--- src/rtl/divu_if.sv ---
// divu_if: request/response bundle between the ALU and the sequential unsigned
// divider.
//   start       request pulse; the divider samples it only while IDLE or DONE
//   dividend    unsigned dividend, sampled on the accepting edge
//   divisor     unsigned divisor, sampled on the accepting edge
//   busy        high while a division is iterating
//   done        one-cycle pulse when quotient/remainder become valid
//   quotient    registered quotient (Lo)
//   remainder   registered remainder (Hi)
//   div_by_zero registered with the results: that operation's divisor was 0
// The master modport is the ALU side. The slave modport is the divider side.
interface divu_if #(
  parameter int WIDTH = 32
);
  logic             start;
  logic [WIDTH-1:0] dividend;
  logic [WIDTH-1:0] divisor;
  logic             busy;
  logic             done;
  logic [WIDTH-1:0] quotient;
  logic [WIDTH-1:0] remainder;
  logic             div_by_zero;

  modport master (
    output start, dividend, divisor,
    input  busy, done, quotient, remainder, div_by_zero
  );

  modport slave (
    input  start, dividend, divisor,
    output busy, done, quotient, remainder, div_by_zero
  );
endinterface

--- src/rtl/divu_engine.sv ---
// divu_engine: sequential restoring unsigned divider (DIVU responder).
// Each clock performs one shift-subtract step. A division of WIDTH-bit operands
// takes WIDTH steps. The results are registered. After that the engine produces
// a one-cycle done pulse and holds the results until the next completion.
// Ports:
//   clk    rising-edge clock
//   reset  asynchronous active-low reset
//   bus    divu_if.slave: start/dividend/divisor in;
//          busy/done/quotient/remainder/div_by_zero out
module divu_engine #(
  parameter int WIDTH = 32,
  parameter int CNT_W = 6
) (
  input  logic  clk,
  input  logic  reset,
  divu_if.slave bus
);

  typedef enum logic [1:0] {
    IDLE = 2'd0,
    RUN  = 2'd1,
    DONE = 2'd2
  } state_t;

  state_t state_reg, state_next;
  logic   accept;
  logic   last_step;

  // Partial remainder. The restoring algorithm keeps R < D after every step,
  // so the top bit of the (WIDTH+1)-bit remainder is always zero between steps.
  // Only WIDTH bits are stored. The extra bit exists in the trial subtraction.
  logic [WIDTH-1:0] r_reg;
  logic [WIDTH-1:0] q_reg;
  logic [WIDTH-1:0] d_reg;
  logic             z_reg;
  logic [CNT_W-1:0] count_reg;

  logic [WIDTH-1:0] quotient_reg;
  logic [WIDTH-1:0] remainder_reg;
  logic             div_by_zero_reg;

  logic [WIDTH:0]   shifted;
  logic [WIDTH:0]   trial;
  logic [WIDTH-1:0] r_step;
  logic [WIDTH-1:0] q_step;

  // ---------------- FSM: state register ----------------
  always_ff @(posedge clk or negedge reset) begin
    if (!reset) state_reg <= IDLE;
    else        state_reg <= state_next;
  end

  assign last_step = (count_reg == CNT_W'(WIDTH - 1));

  // ---------------- FSM: next-state logic ----------------
  // start is only looked at in IDLE/DONE. A request (or X) during RUN has no effect.
  always_comb begin
    state_next = state_reg;
    accept     = 1'b0;
    case (state_reg)
      IDLE, DONE: begin
        if (bus.start) begin
          accept     = 1'b1;
          state_next = RUN;
        end else begin
          state_next = IDLE;
        end
      end
      RUN: begin
        if (last_step) state_next = DONE;
      end
      default: state_next = IDLE;
    endcase
  end

  // ---------------- FSM: outputs ----------------
  always_comb begin
    bus.busy = 1'b0;
    bus.done = 1'b0;
    case (state_reg)
      RUN:     bus.busy = 1'b1;
      DONE:    bus.done = 1'b1;
      default: ;
    endcase
  end

  // ---------------- one restoring step ----------------
  always_comb begin
    shifted = {r_reg, q_reg[WIDTH-1]};
    trial   = shifted - {1'b0, d_reg};
    if (!trial[WIDTH]) begin
      r_step = trial[WIDTH-1:0];
      q_step = {q_reg[WIDTH-2:0], 1'b1};
    end else begin
      r_step = shifted[WIDTH-1:0];
      q_step = {q_reg[WIDTH-2:0], 1'b0};
    end
  end

  // ---------------- datapath ----------------
  always_ff @(posedge clk or negedge reset) begin
    if (!reset) begin
      r_reg           <= '0;
      q_reg           <= '0;
      d_reg           <= '0;
      z_reg           <= 1'b0;
      count_reg       <= '0;
      quotient_reg    <= '0;
      remainder_reg   <= '0;
      div_by_zero_reg <= 1'b0;
    end else if (accept) begin
      r_reg     <= '0;
      q_reg     <= bus.dividend;
      d_reg     <= bus.divisor;
      z_reg     <= (bus.divisor == '0);
      count_reg <= '0;
    end else if (state_reg == RUN) begin
      r_reg     <= r_step;
      q_reg     <= q_step;
      count_reg <= count_reg + CNT_W'(1);
      // The final step writes straight into the result registers, so
      // results are valid in the same cycle that done is asserted.
      if (last_step) begin
        quotient_reg    <= q_step;
        remainder_reg   <= r_step;
        div_by_zero_reg <= z_reg;
      end
    end
  end

  assign bus.quotient    = quotient_reg;
  assign bus.remainder   = remainder_reg;
  assign bus.div_by_zero = div_by_zero_reg;

endmodule

--- src/flat_wrapper.sv ---
// flat-port wrapper written by rule: the top's interface ports become plain ports
module divu_engine_flat 
#(
  parameter int WIDTH = 32,
  parameter int CNT_W = 6
)
  (clk, reset, bus_start, bus_dividend, bus_divisor, bus_busy, bus_done, bus_quotient, bus_remainder, bus_div_by_zero);
  divu_if #(.WIDTH(WIDTH)) bus_i ();
  input  logic clk;
  input  logic reset;
  input wire logic [$bits(bus_i.start)-1:0] bus_start;
  input wire logic [$bits(bus_i.dividend)-1:0] bus_dividend;
  input wire logic [$bits(bus_i.divisor)-1:0] bus_divisor;
  output wire logic [$bits(bus_i.busy)-1:0] bus_busy;
  output wire logic [$bits(bus_i.done)-1:0] bus_done;
  output wire logic [$bits(bus_i.quotient)-1:0] bus_quotient;
  output wire logic [$bits(bus_i.remainder)-1:0] bus_remainder;
  output wire logic [$bits(bus_i.div_by_zero)-1:0] bus_div_by_zero;
  assign bus_i.start = bus_start;
  assign bus_i.dividend = bus_dividend;
  assign bus_i.divisor = bus_divisor;
  assign bus_busy = bus_i.busy;
  assign bus_done = bus_i.done;
  assign bus_quotient = bus_i.quotient;
  assign bus_remainder = bus_i.remainder;
  assign bus_div_by_zero = bus_i.div_by_zero;
  divu_engine #(.WIDTH(WIDTH), .CNT_W(CNT_W)) u_core (.clk(clk), .reset(reset), .bus(bus_i));
endmodule
--- config.mk ---
export PLATFORM = sky130hd
export DESIGN_NAME = divu_engine_flat
export DESIGN_NICKNAME = d
export VERILOG_FILES = /design/src/rtl/divu_if.sv /design/src/rtl/divu_engine.sv /design/src/flat_wrapper.sv
export SDC_FILE = /design/constraint.sdc
export NUM_CORES = 1
export LEC_CHECK = 0
export CAP_MARGIN = 20
export CORE_UTILIZATION = 42
export CTS_BUF_LIST = sky130_fd_sc_hd__clkbuf_16
export CTS_CLUSTER_DIAMETER = 120
export DETAILED_ROUTE_END_ITERATION = 7
export SLEW_MARGIN = 20
export SYNTH_ARGS = -nofsm -noshare
export SYNTH_HDL_FRONTEND = slang
export SYNTH_SLANG_ARGS = --single-unit
export TNS_END_PERCENT = 20
--- constraint.sdc ---
create_clock -name clk -period 6.35 [get_ports clk]
set_clock_uncertainty 0.1 [all_clocks]
set_input_delay 1.27 -clock clk [delete_from_list [all_inputs] [get_ports clk]]
set_output_delay 1.27 -clock clk [all_outputs]
set_load 0.1 [all_outputs]
# Yosys cells after proc, flatten, opt, wreduce, memory -nomap -nowiden
# Cells that the tools add are included.
# totals
regBits	170
input_bits	67
word_cells	36
# op_classes
addsub	2
n_eq_ne	4
mux	15
n_bitwise	1
reduce_logical	5
# ops
cell	count
$mux W32	5
$sub A33 B32 Y33	1
$logic_not A32 Y1	1
$mux W6	2
$add A6 B1 Y6 const B	1
$eq A6 B5 Y1 const B	1
$mux W1	6
$pmux W2 S2	1
$reduce_and A3 Y1	1
$eq A2 B1 Y1 const B	1
$eq A2 B2 Y1 const B	1
$logic_not A2 Y1	1
$mux W2	1
$ne A2 B1 Y1 const B	1
$reduce_bool A2 Y1	1
$reduce_or A2 Y1	1
$not A1 Y1	1

# Depth between registers and ports, before layout
# depth
ltp_word	5
depth_mapped	14

# Least setup slack after synthesis
# OpenSTA, ideal clock, no wires.
# synth_path
path_type	flip-flop to output port
startpoint	register u_core.state_reg[1]
endpoint	output bus_busy
arrival_time_ns	1.973
t_required_ns	4.980
path_slack_ns	3.007
path_stages_with_launch	5
path_cell_list	dfrtp_1 > nand2b_1 > inv_1 > clkbuf_1 > clkbuf_1
# synth_via
elab_chain_cells	2
# synth_lines
element	line	rtl
start: declaration	divu_engine.sv:25	state_t state_reg, state_next;
start signal: assignment	divu_engine.sv:50	else state_reg <= state_next;
$eq A2 B1 Y1	divu_engine.sv:80	case (state_reg)
$mux W1	divu_engine.sv:80	
end: declaration	flat_wrapper.sv:14	output wire logic [$bits(bus_i.busy)-1:0] bus_busy;
# Every way passes these cells.

# Final worst setup path
# layout_path
startpoint	register u_core.q_reg[31]
endpoint	register u_core.r_reg[0]
# layout_via
elab_chain_cells	4
# layout_lines
element	line	rtl
start: declaration	divu_engine.sv:33	logic [WIDTH-1:0] q_reg;
start signal: assignment	divu_engine.sv:113	q_reg <= bus.dividend;
start signal: assignment	divu_engine.sv:119	q_reg <= q_step;
$sub A33 B32 Y33	divu_engine.sv:90	trial = shifted - {1'b0, d_reg};
$mux W32 *	divu_engine.sv:91	if (!trial[WIDTH]) begin
$mux W32 *	divu_engine.sv:117	end else if (state_reg == RUN) begin
$mux W32 *	divu_engine.sv:111	end else if (accept) begin
end signal: assignment	divu_engine.sv:118	r_reg <= r_step;
end: declaration	divu_engine.sv:32	logic [WIDTH-1:0] r_reg;
# Every way passes the cells marked *; elsewhere a longest branch is shown, timed or not. The select of a mux whose other input is x is not followed.
# A chain may end at the register's enable or synchronous reset.

==> results.txt <==
largest net degree at the start of global routing -> 85
Fillers -> 1,892
Clock Root Buffer -> clkbuf_16
first-pass GRT wire length -> 36,900 µm
Critical Path End Type -> flip-flop
largest family of logic cells by synthesized area -> simple AND/OR/NAND/NOR gates
syn avg cell area -> 9.03 µm²
Ant. Diodes -> 0
fin. max-slew vios -> 0
synthesis-to-finish area growth -> 24.6%
post-cts gate resize count -> 0
layout cell share with drive strength beyond 1 -> 5.89%
GR Util met1 -> 31.8%
syn_nets -> 1,064
port bufs -> 133
crit share post-route -> 59.8%
Hold Crit Class -> reg -> reg
EDFF count, synth -> 0
final setup TNS -> 0 ns
Compound-Gate Fraction of Synth Area -> 17.8%
clk_lat worst skew -> 0.44 ns
Hold-fix buffers, CTS -> 0
gr busiest metal -> met2
DIE HEIGHT -> 146 µm
Max Root-Sink Buffers -> 2
core area -> 20,200 µm²
placed cell count -> 1,324
GR met2 Demand/Resource -> 34.0%
vias in the first global route -> 6,946
Final nets -> 1,174
Total GRT Usage -> 22.1%
Post-Synth Simple-Gate Area -> 18.0%
routing usage on met3 -> 3.92%
via count -> 7,166
WP data arrival -> 4.06 ns
register area share after synthesis -> 48.9%
initial core utilization -> 43.0%
DP Wirelength -> 15,400 µm
Synth Area in Adders -> 4.98%
Die Wd -> 146 µm
Synth warnings -> 0
final-report setup violation count -> 0
clk sinks -> 170
Post-DP Area -> 10,200 µm²
final hold viol count -> 0
status -> complete, no violations
Synth async-reset ratio -> 100%
IO Pins -> 134
cts bufs inserted -> 17
Synth Register Bits -> 170
Synth cell types -> 66
global route overflow -> 0
post-route non-filler standard cell count -> 1,356
Post-Syn Area -> 8700 µm²
TritonCTS clock tree -> built
reg2reg setup slack -> 2.55 ns
DR pass1 iterations -> 5
Post-CTS Setup Bufs -> 0
vias per inst -> 5.28
GPL Wtd Cong -> 0.832
htree depth -> 4
critical path launch point type -> flip-flop
Clock transition at path regs -> 0.07 ns
Post-DRT Antenna Nets -> 0
Initial DRC Count -> 495
Req. time, crit path -> 6.61 ns
final instance area -> 10,800 µm²
critical-path maximum fanout -> 18
Max Cap Viol -> 0
RSZ-0062 raised after global routing -> false
DRT Wirelength -> 22,300 µm
worst setup path category -> reg -> reg
slew margin rel. -> 32.0%
post-synthesis mux area share -> 3.01%
# DRC -> 0
die area -> 21,300 µm²
Routed WL per cell -> 16.4 µm
XOR/XNOR Fraction of Synth Area -> 2.91%
worst slew pin tran -> 1.02 ns
Gate Count Post-Synth -> 963
Top FF cell, synth -> dfrtp_1
highest clock rate -> 263 MHz
fin crit period -> 3.80 ns
num rows -> 52
antenna violations before repair -> 0
-- final timing paths --
kind,start,endpoint,cells after the start
worst min register to register,u_core.bus.quotient[30]$_DFFE_PN0P_,u_core.bus.quotient[30]$_DFFE_PN0P_,2
worst max-delay path,u_core.q_reg[31]$_DFFE_PN0P_,u_core.r_reg[0]$_DFFE_PN0P_,12
min in group asynchronous,reset,u_core.bus.remainder[16]$_DFFE_PN0P_,1
worst max register to register,u_core.q_reg[31]$_DFFE_PN0P_,u_core.r_reg[0]$_DFFE_PN0P_,12
worst min-delay path,u_core.bus.quotient[30]$_DFFE_PN0P_,u_core.bus.quotient[30]$_DFFE_PN0P_,2
max in group asynchronous,reset,u_core.bus.quotient[15]$_DFFE_PN0P_,2
-- layout make-up --
type	count	area, µm²	share of cell area, %
sequential	170	4250	39.2
multi-input combinational	702	4090	37.7
timing repair buffer	143	1410	13.0
clock buffer	17	425	3.92
tap	270	338	3.12
clock inverter	15	179	1.65
inverter	39	146	1.35
-- layout by cell type, fill, tap and decap left out, types with 3 or more instances in the layout --
cell,count
a21boi_0,3
a21o_1,11
a21oi_1,31
a22oi_1,31
a31oi_1,9
a32oi_1,6
buf_4,10
clkbuf_16,17
clkdlybuf4s50_1,132
dfrtp_1,170
ha_1,33
inv_1,39
inv_6,5
inv_8,4
mux2i_1,25
nand2_1,277
nand2b_1,7
nand3_1,8
nand4_1,13
nor2_1,24
nor2b_1,3
nor3_1,5
nor4_1,8
o211ai_1,8
o21a_1,3
o21ai_0,85
o21ai_1,24
o21bai_1,4
o31ai_1,5
or3_1,4
xnor2_1,13
xor2_1,13
-- synth_stat cells, types with 3 or more instances --
cell      instances  area, µm²
a21boi_0          3       22.5
a21o_1           11       82.6
a21oi_1          31        155
a22oi_1          31        233
a31oi_1           9       56.3
a32oi_1           6       52.6
buf_1             3       11.3
buf_2             5       25.0
buf_6             3       33.8
clkbuf_1         39        146
dfrtp_1         170       4250
ha_1             33        413
inv_1            39        146
mux2i_1          25        250
nand2_1         278       1040
nand2b_1          7       43.8
nand3_1           8       40.0
nand4_1          13       81.3
nor2_1           25       93.8
nor2b_1           4       25.0
nor3_1            5       25.0
nor4_1            8       50.1
o211ai_1          8       60.1
o21a_1            3       22.5
o21ai_0          85        425
o21ai_1          24        120
o21bai_1          4       30.0
o31ai_1           5       37.5
or3_1             4       25.0
xnor2_1          14        123
xor2_1           13        114
-- through the flow --
stage               setup slack (ns)  util (%)  hold WS, ns
global route                    2.35      53.6        0.402
detailed placement              2.59      50.6        0.362
finish                          2.55      53.6        0.374
global placement                2.66      50.6        0.358
CTS                             2.55      53.6        0.380
floorplan                       3.01         -        0.339
-- layer usage --
metal	part of all wire (%)	wire, µm
met1	50	11100
met2	45	10100
met3	3.9	876
met4	1.1	247
met5	0	0
-- kinds of logic after synthesis --
logic type      count (synthesis)
fa+ha+maj                      34
buf+inv                        91
xor+xnor                       28
flops                         170
compound gates                247
mux                            26
simple gates                  367
-- critical path, cell delays in order (launching register included) --
cell and delay (ns):
dfrtp_1 0.36, inv_1 0.08, ha_1 0.16, inv_1 0.05, fa_1 0.43, a211o_1 0.31, a211oi_2 0.30, o31a_2 0.29
nor3_4 0.07, nor3_4 0.25, xor2_2 0.75, mux2_2 0.43, a21oi_1 0.14
Power is left out: the tool's default activity adds up to more than one toggle a clock period on the data nets, which glitch-free logic cannot reach.
